File: src/rtl/conv_window_feeder.sv
// Streaming KX x KY sliding-window generator feeding the layer-1 channel_accumulator.
// Accepts one CI-channel pixel per cycle in raster order and emits one packed window
// per valid stride-1, no-padding convolution position.
module conv_window_feeder #(
  parameter int I_F_BW = 8,
  parameter int CI     = 1,
  parameter int KX     = 5,
  parameter int KY     = 5,
  parameter int IW     = 28,
  parameter int IH     = 28
) (
  input  logic                         clk,
  input  logic                         reset_n,
  input  logic                         start,
  input  logic                         in_valid,
  input  logic [CI*I_F_BW-1:0]         in_pixel,
  output logic                         in_ready,
  output logic                         data_valid,
  output logic [CI*KX*KY*I_F_BW-1:0]   feature_map,
  output logic                         busy,
  output logic                         frame_done
);

  localparam int FMW = CI*KX*KY*I_F_BW;
  localparam int CW  = (IW > 1) ? $clog2(IW) : 1;
  localparam int RW  = (IH > 1) ? $clog2(IH) : 1;
  localparam logic [CW-1:0] COL_LAST = CW'(IW-1);
  localparam logic [CW-1:0] COL_MIN  = CW'(KX-1);
  localparam logic [RW-1:0] ROW_LAST = RW'(IH-1);
  localparam logic [RW-1:0] ROW_MIN  = RW'(KY-1);

  typedef enum logic [1:0] {S_IDLE, S_STREAM, S_DONE} state_t;

  state_t            state_q, state_d;
  logic [CW-1:0]     col_q, col_d;
  logic [RW-1:0]     row_q, row_d;
  logic              in_ready_q, in_ready_d;
  logic              busy_q, busy_d;
  logic              frame_done_q, frame_done_d;
  logic              data_valid_q, data_valid_d;
  logic [FMW-1:0]    feature_map_q, feature_map_d;

  logic [I_F_BW-1:0] lb_q   [CI][KY-1][IW];
  logic [I_F_BW-1:0] win_q  [CI][KY][KX];
  logic [I_F_BW-1:0] win_d  [CI][KY][KX];
  logic [I_F_BW-1:0] newcol [CI][KY];

  logic accept;
  logic win_ok;

  // in_ready_q mirrors state_q == S_STREAM, so this is the handshake
  assign accept = in_valid && in_ready_q;

  // FSM next state and raster counters
  always_comb begin
    state_d = state_q;
    row_d   = row_q;
    col_d   = col_q;
    case (state_q)
      S_IDLE: begin
        if (start) begin
          state_d = S_STREAM;
          row_d   = '0;
          col_d   = '0;
        end
      end
      S_STREAM: begin
        if (accept) begin
          if (col_q == COL_LAST) begin
            col_d = '0;
            if (row_q == ROW_LAST) state_d = S_DONE;
            else                   row_d   = row_q + 1'b1;
          end else begin
            col_d = col_q + 1'b1;
          end
        end
      end
      S_DONE:  state_d = S_IDLE;
      default: state_d = S_IDLE;
    endcase
    in_ready_d   = (state_d == S_STREAM);
    busy_d       = (state_d != S_IDLE);
    // Registered off the DONE state so the pulse lands the cycle after the last window
    frame_done_d = (state_q == S_DONE);
  end

  // New window column from the line buffer plus incoming pixel, then shift window left
  always_comb begin
    for (int unsigned ch = 0; ch < CI; ch++) begin
      for (int unsigned ky = 0; ky < KY-1; ky++) newcol[ch][ky] = lb_q[ch][ky][col_q];
      newcol[ch][KY-1] = in_pixel[ch*I_F_BW +: I_F_BW];
    end
    win_d = win_q;
    if (accept) begin
      for (int unsigned ch = 0; ch < CI; ch++) begin
        for (int unsigned ky = 0; ky < KY; ky++) begin
          for (int unsigned kx = 0; kx < KX-1; kx++) win_d[ch][ky][kx] = win_q[ch][ky][kx+1];
          win_d[ch][ky][KX-1] = newcol[ch][ky];
        end
      end
    end
  end

  // Window emission: valid only once a full KY x KX neighbourhood lies inside the current rows
  always_comb begin
    win_ok        = accept && (row_q >= ROW_MIN) && (col_q >= COL_MIN);
    data_valid_d  = win_ok;
    feature_map_d = feature_map_q;
    if (win_ok) begin
      for (int unsigned ch = 0; ch < CI; ch++)
        for (int unsigned ky = 0; ky < KY; ky++)
          for (int unsigned kx = 0; kx < KX; kx++)
            feature_map_d[((ch*KY + ky)*KX + kx)*I_F_BW +: I_F_BW] = win_d[ch][ky][kx];
    end
  end

  // Control and output registers
  always_ff @(posedge clk) begin
    if (!reset_n) begin
      state_q       <= S_IDLE;
      row_q         <= '0;
      col_q         <= '0;
      in_ready_q    <= 1'b0;
      busy_q        <= 1'b0;
      frame_done_q  <= 1'b0;
      data_valid_q  <= 1'b0;
      feature_map_q <= '0;
    end else begin
      state_q       <= state_d;
      row_q         <= row_d;
      col_q         <= col_d;
      in_ready_q    <= in_ready_d;
      busy_q        <= busy_d;
      frame_done_q  <= frame_done_d;
      data_valid_q  <= data_valid_d;
      feature_map_q <= feature_map_d;
    end
  end

  // Line buffer and window storage; unreset, stale rows are always rewritten before use
  always_ff @(posedge clk) begin
    win_q <= win_d;
    if (accept) begin
      for (int unsigned ch = 0; ch < CI; ch++)
        for (int unsigned r = 0; r < KY-1; r++)
          lb_q[ch][r][col_q] <= newcol[ch][r+1];
    end
  end

  assign in_ready    = in_ready_q;
  assign busy        = busy_q;
  assign frame_done  = frame_done_q;
  assign data_valid  = data_valid_q;
  assign feature_map = feature_map_q;

endmodule

File: config.mk
export PLATFORM = sky130hd
export DESIGN_NAME = conv_window_feeder
export DESIGN_NICKNAME = d
export VERILOG_FILES = /design/src/rtl/conv_window_feeder.sv
export SDC_FILE = /design/constraint.sdc
export NUM_CORES = 2
export LEC_CHECK = 0
export ABC_AREA = 1
export BUFFER_PORTS_ARGS = -buffer_cell sky130_fd_sc_hd__buf_2
export CORE_UTILIZATION = 55
export DETAILED_ROUTE_END_ITERATION = 10
export PLACE_DENSITY = 0.72
export REMOVE_ABC_BUFFERS = 1
export SYNTH_ARGS = -nofsm -noshare
export SYNTH_HDL_FRONTEND = slang
export SYNTH_SLANG_ARGS = --single-unit
File: constraint.sdc
create_clock -name clk -period 3.3 [get_ports clk]
set_input_delay 0.165 -clock clk [delete_from_list [all_inputs] [get_ports clk]]
set_output_delay 0.165 -clock clk [all_outputs]
set_load 0.005 [all_outputs]
## Word level (Yosys, flattened, before mapping)

Memories as Yosys holds them, arrays and structs flattened.
Index checks and enable logic that the tools add are counted.

- Register bits: 416
- Latch bits: 0
- Memory bits (writable): 896
- Logic and storage cells: 89
- Bits in read-only memories: 0
- Memories kept: 1
- Output and inout bits: 204

Memory list:

| memory | depth | width | rd ports | clocked after Yosys merged registers in | wr ports | line | text |
|---|---|---|---|---|---|---|---|
| lb_q | 1 | 896 | 1 | 0 | 4 | 43 | `logic [I_F_BW-1:0] lb_q [CI][KY-1][IW];` |

- Add/subtract/negate cells: 2
- Shift operators: 0
- Reductions and logical operators: 9
- Eq/ne operators: 9
- Magnitude comparators: 4
- Mux-type cells: 30
- Bitwise operators: 1
- Multiply operators: 0
- Divide/modulo/power cells: 0

Operator list:

| cell | count |
|---|---|
| 224-bit 2-to-1 mux | 1 |
| 200-bit 2-to-1 mux | 1 |
| 8-bit binary-select mux with 5-bit select | 4 |
| 8-bit 2-to-1 mux | 9 |
| 8-bit demux with 5-bit select | 1 |
| 5-bit 2-to-1 mux | 6 |
| 5-bit case mux with 2 select lines | 2 |
| 5-bit by 1-bit adder with 5-bit output (second input constant) | 2 |
| 5-bit equality test (second input constant) | 2 |
| 5-bit by 3-bit greater-or-equal comparator with 1-bit output (second input constant) | 2 |
| 2-bit 2-to-1 mux | 4 |
| 2-bit inequality test (second input constant) | 4 |
| 6-bit greater-or-equal comparator (second input constant) | 1 |
| 6-bit by 1-bit < comparator with 1-bit output (second input constant) | 1 |
| 5-bit inverter with 6-bit output | 1 |
| 5-bit AND reduction | 1 |
| 2-bit by 1-bit equality test with 1-bit output (second input constant) | 2 |
| 1-bit logical AND | 4 |
| 2-bit case mux with 2 select lines | 1 |
| 2-bit nonzero test | 2 |
| 3-bit AND reduction | 1 |
| 2-bit equality test (second input constant) | 1 |
| 2-bit logical NOT | 1 |
| 1-bit 2-to-1 mux | 1 |

## Logic depth before layout (Yosys ltp)

- Depth after elaboration: 6
- Gate-level depth with buffers: 16
- Mapped depth without buffers: 13

## Least setup slack after synthesis

OpenSTA, ideal clock, no wires.

- Path kind: reg-to-reg
- From: register col_q[0]
- To: memory lb_q[0][248] in the netlist's numbering, enable pin
- Stages on the path, launching flop included: 10
- Path buffers: 5
- Period minus slack after synthesis: 3141 ps
- Slack: 159 ps
- Arrival: 2720 ps
- Setup time: 421 ps
- Required time: 2879 ps
- Path through: dfxtp_1 -> buf_4 -> inv_4 -> buf_6 -> buf_6 -> buf_6 -> buf_4 -> ha_1 -> nand2_1 -> nor2_1

RTL lines:

| item | line | text |
|---|---|---|
| from (decl) | 35 | `logic [CW-1:0] col_q, col_d;` |
| from (signal assigned) | 131 | `col_q <= col_d;` |
| to (decl) | 43 |  |

==> flow_summary.yaml <==
power_and_ir_drop:
  power_frac_comb: 0.080
  leakage_nw: 24.7
  total_power_mw: 36.6
  clock_power_share: 0.401
  max-vdd-ir-drop_v: 0.000465
  power_density_mw_per_mm2: 620
  p_sw_frac: 0.238
  p_sw_mw: 8.72
  p_int_mw: 27.9
  p_seq_frac: 0.518
global_routing:
  grt_pass1_wl_mm: 201
  grt_pass1_vias: 34600
  grt_max_degree: 175
  antenna_found_initial: 1
  grt-ovfl-total: 0
  grt_usage: 0.279
floorplanning:
  core-area_sq_mm: 0.0932
  initial_utilization: 0.555
  die-width_um: 309
  dieArea_sq_mm: 0.0952
  ioPinCount: 216
  row_count: 112
  fp.dieH_um: 309
finish:
  fin_util: 0.634
  synthToLayoutAreaGrowth_pct: 14.3
  drive_gt1_frac: 0.111
  nets: 5543
  register_area_sq_mm: 0.0352
  multi_input_area_sq_mm: 0.0137
  final_cell_mix: "2,128 x nand2_1, 896 x edfxtp_1, 414 x dfxtp_1"
  layout_commonest_cell: "nand2_1"
  nFillCells: 7204
placement:
  numPortBuffers: 215
  post-place-ws_ps: 316
  gp_congestion: 0.848
  dp_hpwl_mm: 75.2
synth:
  ys_seq_elements: 1312
  synthCells: 5291
  synthTopCellsByArea: "edfxtp_1 52%, dfxtp_1 16%, nand2_1 15%"
  synth_top_area_cell: "edfxtp_1"
  yosysWarningCount: 0
  synth_cell_types: 34
  synth_seq_area_share: 0.681
  synth_top_area_frac: 0.520
  synth_area_sq_mm: 0.0517
  synth_area_per_cell_sq_um: 9.77
route:
  wire_per_inst_um: 19.3
  dr.pass1.iters: 6
  drtAntennaViolNets: 0
  drt_iter0_markers: 4067
  wl_mm: 133
  viasPerCell: 5.35
  num_vias: 36900
  drc_errors: 0
critical_path:
  r2r_start: "col_q[0]$_SDFFE_PN0P_"
  end_kind: "flip-flop"
  rr_endpoint: "feature_map[75]$_SDFFE_PN0P_"
  path_max_fanout: 70
  critical_path.startpoint: "col_q[0]$_SDFFE_PN0P_"
  crit_end: "feature_map[75]$_SDFFE_PN0P_"
  critPathRequiredTime_ps: 3940
  worstPathArrival_ps: 3600
  reg2reg_depth: 15
  crit_path_start_kind: "flip-flop"
  crit_type: "reg2reg"
  reg2reg_slack_ps: 340
timing:
  tns_ps: 0
  clock.fmax_mhz: 337
  setup_viol: 0
  finClkSkew_ps: 29.9
  rsz0062_at_grt: "false"
  timing_hold_violations_final: 0
  final-max-slew-violation-count: 0
  slew_headroom: 0.225
  period_needed_ps: 2960
  fin_ws_ps: 335
  tightest_slew_ps: 1160
  finalCritPeriodShare: 0.898
run:
  cap_violations: 0
clocking:
  cts_htree_levels: 4
  cts_tree: "built"
  cts_made_buffers: 133
  clkSlewWorstSetupHoldPaths_ps: 60
  cts.repair_timing.setup_buffer_count: 0
  cts.path.max_buffers: 3
  cts-root-buf: "clkbuf_16"
  cts_sinks: 1312
  insertion_delay_ps: 750
  cts_hold_buffers: 10
  cts_resized: 0
hold_path:
  hp-class: "in2reg"
status:
  outcome: "completed"
-- worst min path at each step --
stage / start / end / slack, ps / cells past startpoint
6_report: in_valid / win_q[34]$_DFF_P_ / 120 / 5
5_1_grt: in_valid / win_q[103]$_DFF_P_ / 130 / 5
4_1_cts: in_valid / win_q[103]$_DFF_P_ / 80 / 5
3_5_place_dp: win_q[153]$_DFF_P_ / win_q[153]$_DFF_P_ / 440 / 2
3_3_place_gp: win_q[78]$_DFF_P_ / win_q[78]$_DFF_P_ / 430 / 2
2_1_floorplan: in_pixel[0] / lb_q[0][0]$_DFFE_PP_ / 260 / 0
-- cell type report --
class	instances	share of cell area
sequential	1312	0.597
multi-input combinational	3275	0.232
clock buffer	185	0.0635
timing repair buffer	379	0.0454
inverter	424	0.0276
tap	1254	0.0266
clock inverter	56	0.00837
antenna	1	0.0000424
-- routing by layer --
metal | global-route usage | routed length, um | up-vias
met4 | 0.110 | 4520 | 2
met3 | 0.0500 | 11900 | 287
met5 | 0 | 13 | -
met2 | 0.461 | 63700 | 1585
li1 | - | - | 17500
met1 | 0.365 | 52500 | 17500
-- critical path, cell delays in order, from the launching register on --
cell and delay, ps:
dfxtp_4 520, buf_12 320, buf_4 320, buf_4 470, nand2_1 120, nand3_1 100, nand2_1 60, nand2_1 60
nand2_1 70, nor2_1 90, nand3_1 70, buf_4 240, nand2_1 120, nand3_1 90, nand2_1 70, inv_1 30
-- kinds of logic after synthesis --
logic type | Yosys count | share of synthesized area
buf+inv | 704 | 0.0582
flops | 1312 | 0.681
simple gates | 2796 | 0.211
compound gates | 469 | 0.0469
fa+ha+maj | 6 | 0.00145
xor+xnor | 4 | 0.000678
-- cell usage after synthesis, drive strengths merged --
cell,instances
nand2,2131
edfxtp,896
inv,422
dfxtp,416
nor2,389
nand3,266
o21ai,227
a21oi,214
buf,176
clkbuf,104
o21a,21
ha,6
nand4,5
nor3,4
o211ai,4
a211oi,3
xor2,3
clkinv,2
nor3b,1
xnor2,1
-- metrics by stage --
stage | instances | area [sq um] | hold slack, ps
5_1_grt | 6885 | 59100 | 132
2_1_floorplan | 5011 | 50300 | 264
6_report | 6886 | 59100 | 116
4_1_cts | 6885 | 59100 | 84.4
3_3_place_gp | 6634 | 54700 | 435
3_5_place_dp | 6634 | 54700 | 436
-- power groups by stage --
stage	Combinational, mW	Clock, mW	Sequential, mW
floorplan	2.02	0	19.4
CTS	2.92	14.8	19.0
global placement	2.80	0	19.3
finish	2.94	14.7	19.0
global route	3.31	15.5	19.1
detailed placement	2.88	0	19.3
-- flip-flops by register name, summed over array words and instances, names as in the netlist, 2 cells and up --
| register | flops |
|---|---|
| win_q | 200 |
| state_q | 2 |
| feature_map | 200 |
| row_q | 5 |
| col_q | 5 |
| lb_q | 896 |
Power figures use the tool's default switching activity.
